[src/rtl/fetch_pkg.sv]
// Shared types and constants for the instruction-fetch sequencer.
package fetch_pkg;

    // Bytes per instruction: opcode, operand1, operand2.
    localparam int INSTR_BYTES = 3;

    // Opcode that parks the fetcher when the halt option is built in.
    localparam logic [7:0] HALT_OPCODE = 8'hFF;

    // Default program counter after reset.
    localparam int RESET_PC_DEFAULT = 0;

    // Fetch sequencer states. HALT is reachable only with FETCH_HALT_EN.
    typedef enum logic [2:0] {
        IDLE   = 3'd0,
        F_OP   = 3'd1,
        F_A1   = 3'd2,
        F_A2   = 3'd3,
        F_DONE = 3'd4,
        HOLD   = 3'd5,
        HALT   = 3'd6
    } fetch_state_t;

endpackage

[src/rtl/instr_fetch_ctrl.sv]
// Instruction-fetch sequencer: owns the PC and reads 3-byte instructions
// from a RAM with a one-cycle read latency into the IR. Each instruction is
// then offered to the control unit with a valid/ready handshake.
// pc_load redirects the fetch stream and aborts any fetch in progress.
// Optional macro FETCH_HALT_EN adds a HALT state and a 'halted' output.
// A transferred instruction with opcode 8'hFF enters HALT. Only rst or
// pc_load leaves HALT.
module instr_fetch_ctrl
    import fetch_pkg::*;
#(
    parameter int ADDR_W = 8,
    parameter int DATA_W = 8,
    parameter logic [ADDR_W-1:0] RESET_PC = ADDR_W'(RESET_PC_DEFAULT)
) (
    input  logic              clk,
    input  logic              rst,
    input  logic              fetch_en,
    output logic              ram_rd_en,
    output logic [ADDR_W-1:0] ram_addr,
    input  logic [DATA_W-1:0] ram_rd_data,
    output logic [DATA_W-1:0] ir_opcode,
    output logic [DATA_W-1:0] ir_operand1,
    output logic [DATA_W-1:0] ir_operand2,
    output logic              ir_valid,
    input  logic              ex_ready,
    input  logic              pc_load,
    input  logic [ADDR_W-1:0] pc_load_addr,
    output logic [ADDR_W-1:0] pc,
`ifdef FETCH_HALT_EN
    output logic              halted,
`endif
    output logic              busy
);

    fetch_state_t      state;
    fetch_state_t      state_nxt;
    logic [ADDR_W-1:0] pc_nxt;
    logic              cap_op;
    logic              cap_a1;
    logic              cap_a2;
    logic              vld_set;
    logic              vld_clr;
    logic              xfer;

    // State register.
    always_ff @(posedge clk or posedge rst) begin
        if (rst) begin
            state <= IDLE;
        end else begin
            state <= state_nxt;
        end
    end

    // Next-state, PC update, IR capture strobes and the RAM read strobe.
    // A redirect overrides all of these, except in IDLE with fetch_en low.
    // The redirect does not suppress a read strobe in the same cycle. That
    // read returns while the sequencer is back in F_OP, and no capture
    // strobe is active there, so the returned byte is discarded.
    always_comb begin
        state_nxt = state;
        pc_nxt    = pc;
        cap_op    = 1'b0;
        cap_a1    = 1'b0;
        cap_a2    = 1'b0;
        vld_set   = 1'b0;
        vld_clr   = 1'b0;
        ram_rd_en = 1'b0;
        xfer      = ir_valid && ex_ready;

        case (state)
            IDLE: begin
                if (fetch_en) begin
                    state_nxt = F_OP;
                end
            end
            F_OP: begin
                ram_rd_en = 1'b1;
                pc_nxt    = pc + ADDR_W'(1);
                state_nxt = F_A1;
            end
            F_A1: begin
                ram_rd_en = 1'b1;
                cap_op    = 1'b1;
                pc_nxt    = pc + ADDR_W'(1);
                state_nxt = F_A2;
            end
            F_A2: begin
                ram_rd_en = 1'b1;
                cap_a1    = 1'b1;
                pc_nxt    = pc + ADDR_W'(1);
                state_nxt = F_DONE;
            end
            F_DONE: begin
                cap_a2    = 1'b1;
                vld_set   = 1'b1;
                state_nxt = HOLD;
            end
            HOLD: begin
                if (xfer) begin
                    vld_clr = 1'b1;
`ifdef FETCH_HALT_EN
                    if (ir_opcode == DATA_W'(HALT_OPCODE)) begin
                        state_nxt = HALT;
                    end else
`endif
                    if (fetch_en) begin
                        state_nxt = F_OP;
                    end else begin
                        state_nxt = IDLE;
                    end
                end
            end
`ifdef FETCH_HALT_EN
            HALT: begin
                state_nxt = HALT;
            end
`endif
            default: begin
                state_nxt = IDLE;
            end
        endcase

        if (pc_load) begin
            pc_nxt = pc_load_addr;
            if (!(state == IDLE && !fetch_en)) begin
                state_nxt = F_OP;
                cap_op    = 1'b0;
                cap_a1    = 1'b0;
                cap_a2    = 1'b0;
                vld_set   = 1'b0;
                vld_clr   = 1'b1;
            end
        end
    end

    // Address the RAM only while a read is being issued.
    assign ram_addr = ram_rd_en ? pc : '0;
    assign busy     = (state != IDLE);

`ifdef FETCH_HALT_EN
    assign halted = (state == HALT);
`endif

    // PC register: wraps modulo 2^ADDR_W with no overflow indication.
    always_ff @(posedge clk or posedge rst) begin
        if (rst) begin
            pc <= RESET_PC;
        end else begin
            pc <= pc_nxt;
        end
    end

    // IR capture. Each byte is taken in the cycle after its read was issued.
    always_ff @(posedge clk or posedge rst) begin
        if (rst) begin
            ir_opcode   <= '0;
            ir_operand1 <= '0;
            ir_operand2 <= '0;
        end else begin
            if (cap_op) ir_opcode   <= ram_rd_data;
            if (cap_a1) ir_operand1 <= ram_rd_data;
            if (cap_a2) ir_operand2 <= ram_rd_data;
        end
    end

    // ir_valid: set when the last byte lands; cleared on transfer or redirect.
    always_ff @(posedge clk or posedge rst) begin
        if (rst) begin
            ir_valid <= 1'b0;
        end else if (vld_clr) begin
            ir_valid <= 1'b0;
        end else if (vld_set) begin
            ir_valid <= 1'b1;
        end
    end

endmodule

[config.mk]
export PLATFORM = sky130hd
export DESIGN_NAME = instr_fetch_ctrl
export DESIGN_NICKNAME = d
export VERILOG_FILES = /design/src/rtl/fetch_pkg.sv /design/src/rtl/instr_fetch_ctrl.sv
export SDC_FILE = /design/constraint.sdc
export NUM_CORES = 1
export LEC_CHECK = 0
export ABC_CLOCK_PERIOD_IN_PS = 4200
export CAP_MARGIN = 10
export CORE_UTILIZATION = 45
export CTS_CLUSTER_SIZE = 24
export DETAILED_ROUTE_END_ITERATION = 8
export GPL_TIMING_DRIVEN = 0
export PLACE_DENSITY_LB_ADDON = 0.3
export SYNTH_ARGS = -nofsm -noshare
export SYNTH_HDL_FRONTEND = slang
export SYNTH_SLANG_ARGS = --single-unit
[constraint.sdc]
create_clock -name clk -period 4.2 [get_ports clk]
set_input_delay 0.63 -clock clk [delete_from_list [all_inputs] [get_ports clk]]
set_output_delay 0.63 -clock clk [all_outputs]
set_load 0.01 [all_outputs]
==> results of run 1 <==
## worst max-delay path, delay by kind of cell, from the launching register on
| family | cells | cell delay [ps] |
|---|---|---|
| AO/OA/AOI/OAI | 1 | 240 |
| AND/OR/NAND/NOR | 1 | 120 |
| flip-flops | 1 | 360 |
| buffers and inverters | 4 | 950 |
## worst max-delay path by stage
stage | start | endpoint | slack [ps] | cells after the start
floorplan | state[2] | ram_addr[0] | 2440 | 5
global placement | pc_load | ir_opcode[6] | 1830 | 3
detailed placement | pc_load | ir_opcode[7] | 1810 | 3
CTS | state[2] | ram_addr[0] | 1590 | 6
global route | state[2] | ram_addr[0] | 1520 | 6
finish | state[2] | ram_addr[0] | 1610 | 6
## state kept, by name, indices dropped and copies added (netlist names)
name	flops
state	3
pc	8
ir_opcode	8
ir_operand2	8
ir_valid	1
ir_operand1	8
## routing by layer
| layer | vias up | part of all wire (%) | GRT usage [%] |
|---|---|---|---|
| met2 | 56 | 50 | 35.3 |
| met5 | - | 0 | 0 |
| li1 | 600 | - | - |
| met3 | 7 | 8.7 | 7.85 |
| met4 | 0 | 1.4 | 8.43 |
| met1 | 617 | 39 | 20.7 |
## power by group through the flow
stage	clock [W]	combinational (W)	sequential [W]
floorplan	0	0.000392	0.000645
global placement	0	0.000883	0.000582
detailed placement	0	0.000902	0.000595
CTS	0.000237	0.000910	0.000592
global route	0.000251	0.000962	0.000608
finish	0.000228	0.000900	0.000591
## synth_stat cells (all sizes together)
cell,number
o21ai,10
nand3,1
mux2,26
nand2,8
o22a,1
xnor2,4
inv,3
nor3,2
buf,7
nand4,4
a22oi,1
nor4b,1
nor2,2
mux2i,1
clkbuf,1
xor2,4
a21oi,1
nand2b,1
dfrtp,36
a31oi,2
and3,2
ha,1
and2,10
nor4bb,1
or3,1
o21ba,1
## area by class of cell
cell class / count / area, sq um
Buffer: 8 / 62.6
Clock buffer: 5 / 68.8
Clock inverter: 2 / 12.5
Fill cell: 258 / 973
Inverter: 3 / 11.3
Multi-Input combinational cell: 85 / 697
Sequential cell: 36 / 901
Tap cell: 46 / 57.6
Timing Repair Buffer: 64 / 658
## stage by stage
step	hold WS, ps	power, W	worst slack [ps]	cells	area (sq um)
2_1_floorplan	551	0.00104	2440	132	1670
3_3_place_gp	489	0.00147	1830	241	2360
3_5_place_dp	498	0.00150	1810	242	2390
4_1_cts	514	0.00174	1590	249	2470
5_1_grt	529	0.00182	1520	249	2470
6_report	510	0.00172	1610	249	2470
## cell families (layout without fill, tap and decap cells)
kind of cell             after synthesis  after routing
AO/OA/AOI/OAI                         16             16
adder cells (fa/ha/maj)                1              1
AND/OR/NAND/NOR                       33             33
multiplexers                          27             27
flip-flops                            36             36
XOR/XNOR                               8              8
buffers and inverters                 11             82
==> report_table.html, run 1 <==
<table>
<tr><th>Metric</th><th>Value</th></tr>
<tr><th colspan="2">Place</th></tr>
<tr><td>Final RePlAce weighted congestion</td><td>0.823</td></tr>
<tr><td>Port-buffer cells</td><td>63</td></tr>
<tr><td>Detail Placement HPWL</td><td>2680 um</td></tr>
<tr><th colspan="2">Synth</th></tr>
<tr><td>Synthesized cell area</td><td>0.00167 sq mm</td></tr>
<tr><td>Instance count of the mapped netlist</td><td>132</td></tr>
<tr><td>Main combinational cell family by area after synthesis</td><td>multiplexers</td></tr>
<tr><td>Synthesized flop and latch total</td><td>36</td></tr>
<tr><td>Compound-gate portion of the synthesized area</td><td>5.61%</td></tr>
<tr><td>Library cell with the largest summed area after synthesis</td><td>sky130_fd_sc_hd__dfrtp_1</td></tr>
<tr><td>Adder-cell area share of the yosys netlist</td><td>0.749%</td></tr>
<tr><td>Warnings, synthesis</td><td>0</td></tr>
<tr><td>Xor-xnor portion of the synthesized cell area</td><td>4.19%</td></tr>
<tr><td>Post-synthesis share of cell area spent on and, or, nand and nor gates</td><td>13.0%</td></tr>
<tr><td>Share of synthesized area occupied by flip-flops and latches</td><td>53.9%</td></tr>
<tr><td>Nets in the synthesized netlist</td><td>154</td></tr>
<tr><td>Mean Syn Cell Area</td><td>12.7 sq um</td></tr>
<tr><td>Distinct cell type count of the synthesized netlist</td><td>29</td></tr>
<tr><td>Share of cell area taken by muxes after synthesis</td><td>18.1%</td></tr>
<tr><td>Largest cells by area after synthesis</td><td>sky130_fd_sc_hd__dfrtp_1, sky130_fd_sc_hd__mux2_2, sky130_fd_sc_hd__and2_1</td></tr>
<tr><td>Post-synth top area share</td><td>53.9%</td></tr>
<tr><th colspan="2">Global route</th></tr>
<tr><td>Largest net degree at the start of global routing</td><td>20</td></tr>
<tr><td>Via count of the first global-routing pass</td><td>1,324</td></tr>
<tr><td>GRT Total Usage</td><td>20.0%</td></tr>
<tr><td>Antenna violations before repair</td><td>0</td></tr>
<tr><td>Remaining global-route overflow</td><td>0</td></tr>
<tr><td>Global-route wire length before repair</td><td>6040 um</td></tr>
<tr><th colspan="2">Worst setup path</th></tr>
<tr><td>Critical-path maximum fanout</td><td>10</td></tr>
<tr><td>Slowest stage delay, CP</td><td>540 ps</td></tr>
<tr><td>Setup CP Type</td><td>reg -&gt; out</td></tr>
<tr><td>Library cell contributing the largest single delay on the critical path</td><td>sky130_fd_sc_hd__clkdlybuf4s50_1</td></tr>
<tr><td>Register-to-register path setup slack</td><td>2560 ps</td></tr>
<tr><td>Data arrival, critical path</td><td>1960 ps</td></tr>
<tr><td>Crit start category</td><td>register</td></tr>
<tr><td>Cells along the critical path</td><td>buf_4, o21ba_2, buf_6, buf_6, and2_1, clkdlybuf4s50_1</td></tr>
<tr><td>R2R Path End</td><td>ir_opcode[3]</td></tr>
<tr><td>Most common cell type on the critical path</td><td>sky130_fd_sc_hd__buf_6</td></tr>
<tr><td>Worst setup EP type</td><td>output pin</td></tr>
<tr><td>Data required time of the worst path</td><td>3570 ps</td></tr>
<tr><td>Startpoint of the worst register-to-register path</td><td>state[0]</td></tr>
<tr><td>Cell depth of the worst flop-to-flop path</td><td>3</td></tr>
<tr><th colspan="2">Floorplanning</th></tr>
<tr><td>Starting utilization of the core area</td><td>48.6%</td></tr>
<tr><td>Die area</td><td>0.00396 sq mm</td></tr>
<tr><td>Die Width</td><td>63.0 um</td></tr>
<tr><td>Ports placed on the boundary</td><td>64</td></tr>
<tr><td>Area inside the core boundary</td><td>0.00344 sq mm</td></tr>
<tr><td>Std-Cell Rows</td><td>21</td></tr>
<tr><td>Die span in y</td><td>63.0 um</td></tr>
<tr><th colspan="2">Routing</th></tr>
<tr><td>Post-route DRC violation count</td><td>0</td></tr>
<tr><td>Remaining antenna violation count after routing</td><td>0</td></tr>
<tr><td>Initial drt markers</td><td>48</td></tr>
<tr><td>First-pass DRT Iterations</td><td>4</td></tr>
<tr><td>Average routed wire per standard cell</td><td>14.5 um</td></tr>
<tr><td>Detailed-route via count</td><td>1,280</td></tr>
<tr><td>Via-to-Cell Ratio</td><td>5.14</td></tr>
<tr><td>Routed WL</td><td>3610 um</td></tr>
<tr><th colspan="2">Clock network</th></tr>
<tr><td>Hold bufs inserted after CTS</td><td>0</td></tr>
<tr><td>Setup bufs post-CTS</td><td>0</td></tr>
<tr><td>Clock input transition at the sequential cells of the worst setup and hold paths</td><td>70 ps</td></tr>
<tr><td>Number of gates given a new drive strength after cts</td><td>0</td></tr>
<tr><td>Number of H-tree levels</td><td>2</td></tr>
<tr><td>CTS tree</td><td>done</td></tr>
<tr><td>Clk buf depth</td><td>2</td></tr>
<tr><td>Sinks on Clock Net</td><td>36</td></tr>
<tr><td>Clock buffers created by TritonCTS</td><td>5</td></tr>
<tr><td>Cell chosen for the clock root</td><td>sky130_fd_sc_hd__clkbuf_8</td></tr>
<tr><td>Insertion delay to the later sink of the worst-skew pair</td><td>280 ps</td></tr>
<tr><th colspan="2">Timing</th></tr>
<tr><td>Setup repair after global routing missed its margin</td><td>false</td></tr>
<tr><td>Count of endpoints failing setup in the final report</td><td>0</td></tr>
<tr><td>Final period demand of the worst path</td><td>2590 ps</td></tr>
<tr><td>Layout Skew</td><td>3.39 ps</td></tr>
<tr><td>Ratio of final minimum period to clock period</td><td>61.7%</td></tr>
<tr><td>F_max</td><td>0.386 GHz</td></tr>
<tr><td>Final total negative setup slack</td><td>0 ps</td></tr>
<tr><td>Least-Margin Pin Slew</td><td>776 ps</td></tr>
<tr><td>Remaining max-slew budget at the tightest pin</td><td>48.2%</td></tr>
<tr><td>Number of max-slew violations in the final report</td><td>0</td></tr>
<tr><td>Final Hold Vio Count</td><td>0</td></tr>
<tr><th colspan="2">Cells and area</th></tr>
<tr><td>Area growth from synthesis to layout</td><td>47.7%</td></tr>
<tr><td>Most used cells in the layout excluding fill and tap cells</td><td>sky130_fd_sc_hd__clkdlybuf4s50_1, sky130_fd_sc_hd__dfrtp_1, sky130_fd_sc_hd__mux2_2, sky130_fd_sc_hd__o21ai_0, sky130_fd_sc_hd__and2_1</td></tr>
<tr><td>Most common cell after layout, fill and taps aside</td><td>sky130_fd_sc_hd__clkdlybuf4s50_1</td></tr>
<tr><td>Count of nets after finishing</td><td>225</td></tr>
<tr><td>Antenna diode count</td><td>0</td></tr>
<tr><td>Fraction of layout cells with a size suffix above 1</td><td>22.2%</td></tr>
<tr><td>Final core occ</td><td>71.7%</td></tr>
<tr><th colspan="2">Power and ir drop</th></tr>
<tr><td>Clock Power Share</td><td>13.3%</td></tr>
<tr><td>Flop pwr share</td><td>34.4%</td></tr>
<tr><td>Standby leakage power</td><td>1.03 nW</td></tr>
<tr><td>Portion of total power attributed to combinational logic</td><td>52.3%</td></tr>
<tr><td>Switching share of power</td><td>32.5%</td></tr>
<tr><td>Worst IR Drop VDD</td><td>384 uV</td></tr>
<tr><td>Power per standard cell area</td><td>696 mW/mm^2</td></tr>
<tr><td>Design internal power</td><td>0.00116 W</td></tr>
<tr><td>Switching power of the nets</td><td>0.000558 W</td></tr>
<tr><th colspan="2">Min path</th></tr>
<tr><td>Beginning of the worst hold path</td><td>ir_operand2[3]</td></tr>
<tr><td>Class of the most critical hold timing path</td><td>reg -&gt; reg</td></tr>
<tr><td>Hold path endpoint</td><td>ir_operand2[3]</td></tr>
<tr><td>Worst Hold Path Cells</td><td>1</td></tr>
<tr><th colspan="2">Job</th></tr>
<tr><td>Max-capacitance violation count</td><td>0</td></tr>
<tr><th colspan="2">Status</th></tr>
<tr><td>Outcome</td><td>completed</td></tr>
</table>
Note: power is estimated with default switching activity, not from simulation.
==> run 2: changes to the inputs <==
ABC_CLOCK_PERIOD_IN_PS = 2600   (was 4200)
CORE_UTILIZATION = 43   (was 45)
clock period = 2.6 ns   (was 4.2 ns; I/O delays follow)
==> run 2 against run 1 <==
Compared with the run above:
- hold slack lost 5.0 ps
- cell count grew 1.2%
- largest power group unchanged
- via count grew 0.39%
- core utilization shrank 4.5 points
- highest routed layer unchanged
- critical path type unchanged
- global-route usage grew 0.25 points
==> report_table.html, run 2 (synthesis results as in run 1) <==
<table>
<tr><th>Metric</th><th>Value</th></tr>
<tr><th colspan="2">Cells and area</th></tr>
<tr><td>Fraction of layout cells with a size suffix above 1</td><td>21.6% (was 22.2%)</td></tr>
<tr><td>Finished layout cell area</td><td>0.00248 sq mm (was 0.00247 sq mm)</td></tr>
<tr><td>Area growth from synthesis to layout</td><td>48.4% (was 47.7%)</td></tr>
<tr><td>Layout Cells excl Fill</td><td>252 (was 249)</td></tr>
<tr><td>Most common cell after layout, fill and taps aside</td><td>sky130_fd_sc_hd__clkdlybuf4s50_1 (unchanged)</td></tr>
<tr><td>Most used cells in the layout excluding fill and tap cells</td><td>sky130_fd_sc_hd__clkdlybuf4s50_1, sky130_fd_sc_hd__dfrtp_1, sky130_fd_sc_hd__mux2_2, sky130_fd_sc_hd__o21ai_0, sky130_fd_sc_hd__and2_1 (unchanged)</td></tr>
<tr><td>Count of nets after finishing</td><td>225 (unchanged)</td></tr>
<tr><td>Antenna diode count</td><td>0 (unchanged)</td></tr>
<tr><td>Final core occ</td><td>67.2% (was 71.7%)</td></tr>
<tr><th colspan="2">Worst setup path</th></tr>
<tr><td>Startpoint of the worst register-to-register path</td><td>state[2] (was state[0])</td></tr>
<tr><td>Cell depth of the worst flop-to-flop path</td><td>3 (unchanged)</td></tr>
<tr><td>Worst setup EP type</td><td>output pin (unchanged)</td></tr>
<tr><td>Crit start category</td><td>register (unchanged)</td></tr>
<tr><td>R2R Path End</td><td>ir_opcode[5] (was ir_opcode[3])</td></tr>
<tr><td>Critical-path maximum fanout</td><td>10 (unchanged)</td></tr>
<tr><td>Data required time of the worst path</td><td>2210 ps (was 3570 ps)</td></tr>
<tr><td>Register-to-register path setup slack</td><td>930 ps (was 2560 ps)</td></tr>
<tr><td>Data arrival, critical path</td><td>2000 ps (was 1960 ps)</td></tr>
<tr><td>Setup CP Type</td><td>reg -&gt; out (unchanged)</td></tr>
<tr><th colspan="2">Place</th></tr>
<tr><td>Placed Instance Area</td><td>0.00239 sq mm (about the same)</td></tr>
<tr><td>Detail Placement HPWL</td><td>2790 um (was 2680 um)</td></tr>
<tr><td>Total instance count after detailed placement</td><td>244 (was 242)</td></tr>
<tr><td>Final RePlAce weighted congestion</td><td>0.812 (was 0.823)</td></tr>
<tr><td>Port-buffer cells</td><td>63 (unchanged)</td></tr>
<tr><th colspan="2">Routing</th></tr>
<tr><td>Routed WL</td><td>3770 um (was 3610 um)</td></tr>
<tr><td>Initial drt markers</td><td>79 (was 48)</td></tr>
<tr><td>Via-to-Cell Ratio</td><td>5.10 (was 5.14)</td></tr>
<tr><td>Detailed-route via count</td><td>1,285 (was 1,280)</td></tr>
<tr><td>Post-route DRC violation count</td><td>0 (unchanged)</td></tr>
<tr><td>First-pass DRT Iterations</td><td>4 (unchanged)</td></tr>
<tr><td>Average routed wire per standard cell</td><td>15.0 um (was 14.5 um)</td></tr>
<tr><td>Remaining antenna violation count after routing</td><td>0 (unchanged)</td></tr>
<tr><th colspan="2">Clock network</th></tr>
<tr><td>Number of H-tree levels</td><td>2 (unchanged)</td></tr>
<tr><td>Sinks on Clock Net</td><td>36 (unchanged)</td></tr>
<tr><td>Clock input transition at the sequential cells of the worst setup and hold paths</td><td>70 ps (about the same)</td></tr>
<tr><td>Number of gates given a new drive strength after cts</td><td>0 (unchanged)</td></tr>
<tr><td>Hold bufs inserted after CTS</td><td>0 (unchanged)</td></tr>
<tr><td>CTS tree</td><td>done (unchanged)</td></tr>
<tr><td>Clk buf depth</td><td>2 (unchanged)</td></tr>
<tr><td>Cell chosen for the clock root</td><td>sky130_fd_sc_hd__clkbuf_8 (unchanged)</td></tr>
<tr><td>Clock buffers created by TritonCTS</td><td>5 (unchanged)</td></tr>
<tr><td>Setup bufs post-CTS</td><td>0 (unchanged)</td></tr>
<tr><td>Insertion delay to the later sink of the worst-skew pair</td><td>280 ps (about the same)</td></tr>
<tr><th colspan="2">Floorplanning</th></tr>
<tr><td>Ports placed on the boundary</td><td>64 (unchanged)</td></tr>
<tr><td>Die Width</td><td>64.4 um (was 63.0 um)</td></tr>
<tr><td>Die area</td><td>0.00414 sq mm (was 0.00396 sq mm)</td></tr>
<tr><td>Die span in y</td><td>64.4 um (was 63.0 um)</td></tr>
<tr><td>Std-Cell Rows</td><td>22 (was 21)</td></tr>
<tr><td>Starting utilization of the core area</td><td>45.3% (was 48.6%)</td></tr>
<tr><td>Area inside the core boundary</td><td>0.00369 sq mm (was 0.00344 sq mm)</td></tr>
<tr><th colspan="2">Min path</th></tr>
<tr><td>Beginning of the worst hold path</td><td>ir_operand1[6] (was ir_operand2[3])</td></tr>
<tr><td>Hold path endpoint</td><td>ir_operand1[6] (was ir_operand2[3])</td></tr>
<tr><td>Class of the most critical hold timing path</td><td>reg -&gt; reg (unchanged)</td></tr>
<tr><td>Worst Hold Path Cells</td><td>1 (unchanged)</td></tr>
<tr><th colspan="2">Global route</th></tr>
<tr><td>GRT Total Usage</td><td>20.2% (was 20.0%)</td></tr>
<tr><td>Antenna violations before repair</td><td>0 (unchanged)</td></tr>
<tr><td>Global-route wire length before repair</td><td>6320 um (was 6040 um)</td></tr>
<tr><td>Remaining global-route overflow</td><td>0 (unchanged)</td></tr>
<tr><td>Largest net degree at the start of global routing</td><td>21 (was 20)</td></tr>
<tr><td>Via count of the first global-routing pass</td><td>1,368 (was 1,324)</td></tr>
<tr><th colspan="2">Timing</th></tr>
<tr><td>Ratio of final minimum period to clock period</td><td>92.0%</td></tr>
<tr><td>Number of max-slew violations in the final report</td><td>0 (unchanged)</td></tr>
<tr><td>Final period demand of the worst path</td><td>2390 ps</td></tr>
<tr><td>F_max</td><td>0.418 GHz</td></tr>
<tr><td>Hold Worst Slack</td><td>505 ps (was 510 ps)</td></tr>
<tr><td>Remaining max-slew budget at the tightest pin</td><td>51.9% (was 48.2%)</td></tr>
<tr><td>Layout Skew</td><td>5.79 ps (was 3.39 ps)</td></tr>
<tr><td>Setup repair after global routing missed its margin</td><td>false (unchanged)</td></tr>
<tr><td>Least-Margin Pin Slew</td><td>720 ps (was 776 ps)</td></tr>
<tr><td>Final total negative setup slack</td><td>0 ps (unchanged)</td></tr>
<tr><td>Count of endpoints failing setup in the final report</td><td>0 (unchanged)</td></tr>
<tr><td>Final Hold Vio Count</td><td>0 (unchanged)</td></tr>
<tr><th colspan="2">Status</th></tr>
<tr><td>Outcome</td><td>completed (unchanged)</td></tr>
<tr><th colspan="2">Power and ir drop</th></tr>
<tr><td>Standby leakage power</td><td>1.03 nW (about the same)</td></tr>
<tr><td>Worst IR Drop VDD</td><td>594 uV (was 384 uV)</td></tr>
<tr><td>Power per standard cell area</td><td>1130 mW/mm^2 (was 696 mW/mm^2)</td></tr>
<tr><th colspan="2">Job</th></tr>
<tr><td>Max-capacitance violation count</td><td>0 (unchanged)</td></tr>
</table>
[run 2: cell type report]
type	instances	area, sq um
fillers	294	1210
flip-flops and latches	36	901
multi-input cells	85	697
repair buffers	64	658
clock buffers	8	90.1
plain buffers	8	62.6
well taps	48	60.1
inverters	3	11.3
[run 2: layer usage]
metal | GRT usage [%] | routed length [um]
met3 | 6.79 | 300
met1 | 22.8 | 1500
met4 | 7.50 | 78
met5 | 0 | 0
met2 | 35.1 | 1890
[run 2: report_power, final]
part | internal (W) | switching (W)
clock network | 0.000216 | 0.000183
logic | 0.000897 | 0.000559
registers | 0.000798 | 0.000156
total | 0.00191 | 0.000898
[run 2: worst max-delay path by stage]
stage	startpoint	end	slack, ps	cells past startpoint
2_1_floorplan	state[2]	ram_addr[0]	1080	5
3_3_place_gp	pc_load	ir_opcode[3]	460	3
3_5_place_dp	pc_load	ir_opcode[3]	420	3
4_1_cts	state[2]	ram_addr[0]	200	6
5_1_grt	state[2]	ram_addr[0]	120	6
6_report	state[2]	ram_addr[0]	210	6
[run 2: critical path: stages (launching register included)]
cell and delay, ps:
sky130_fd_sc_hd__dfrtp_1 390, sky130_fd_sc_hd__buf_4 180, sky130_fd_sc_hd__o21ba_2 240, sky130_fd_sc_hd__buf_6 120
sky130_fd_sc_hd__buf_6 120, sky130_fd_sc_hd__and2_1 120, sky130_fd_sc_hd__clkdlybuf4s50_1 530
[run 2: stage by stage]
stage                     total power (W)  setup WS, ps
final                             0.00281           208
after global routing              0.00298           120
after CTS                         0.00284           197
after detailed placement          0.00243           418
after global placement            0.00237           460
after floorplan                   0.00167          1080
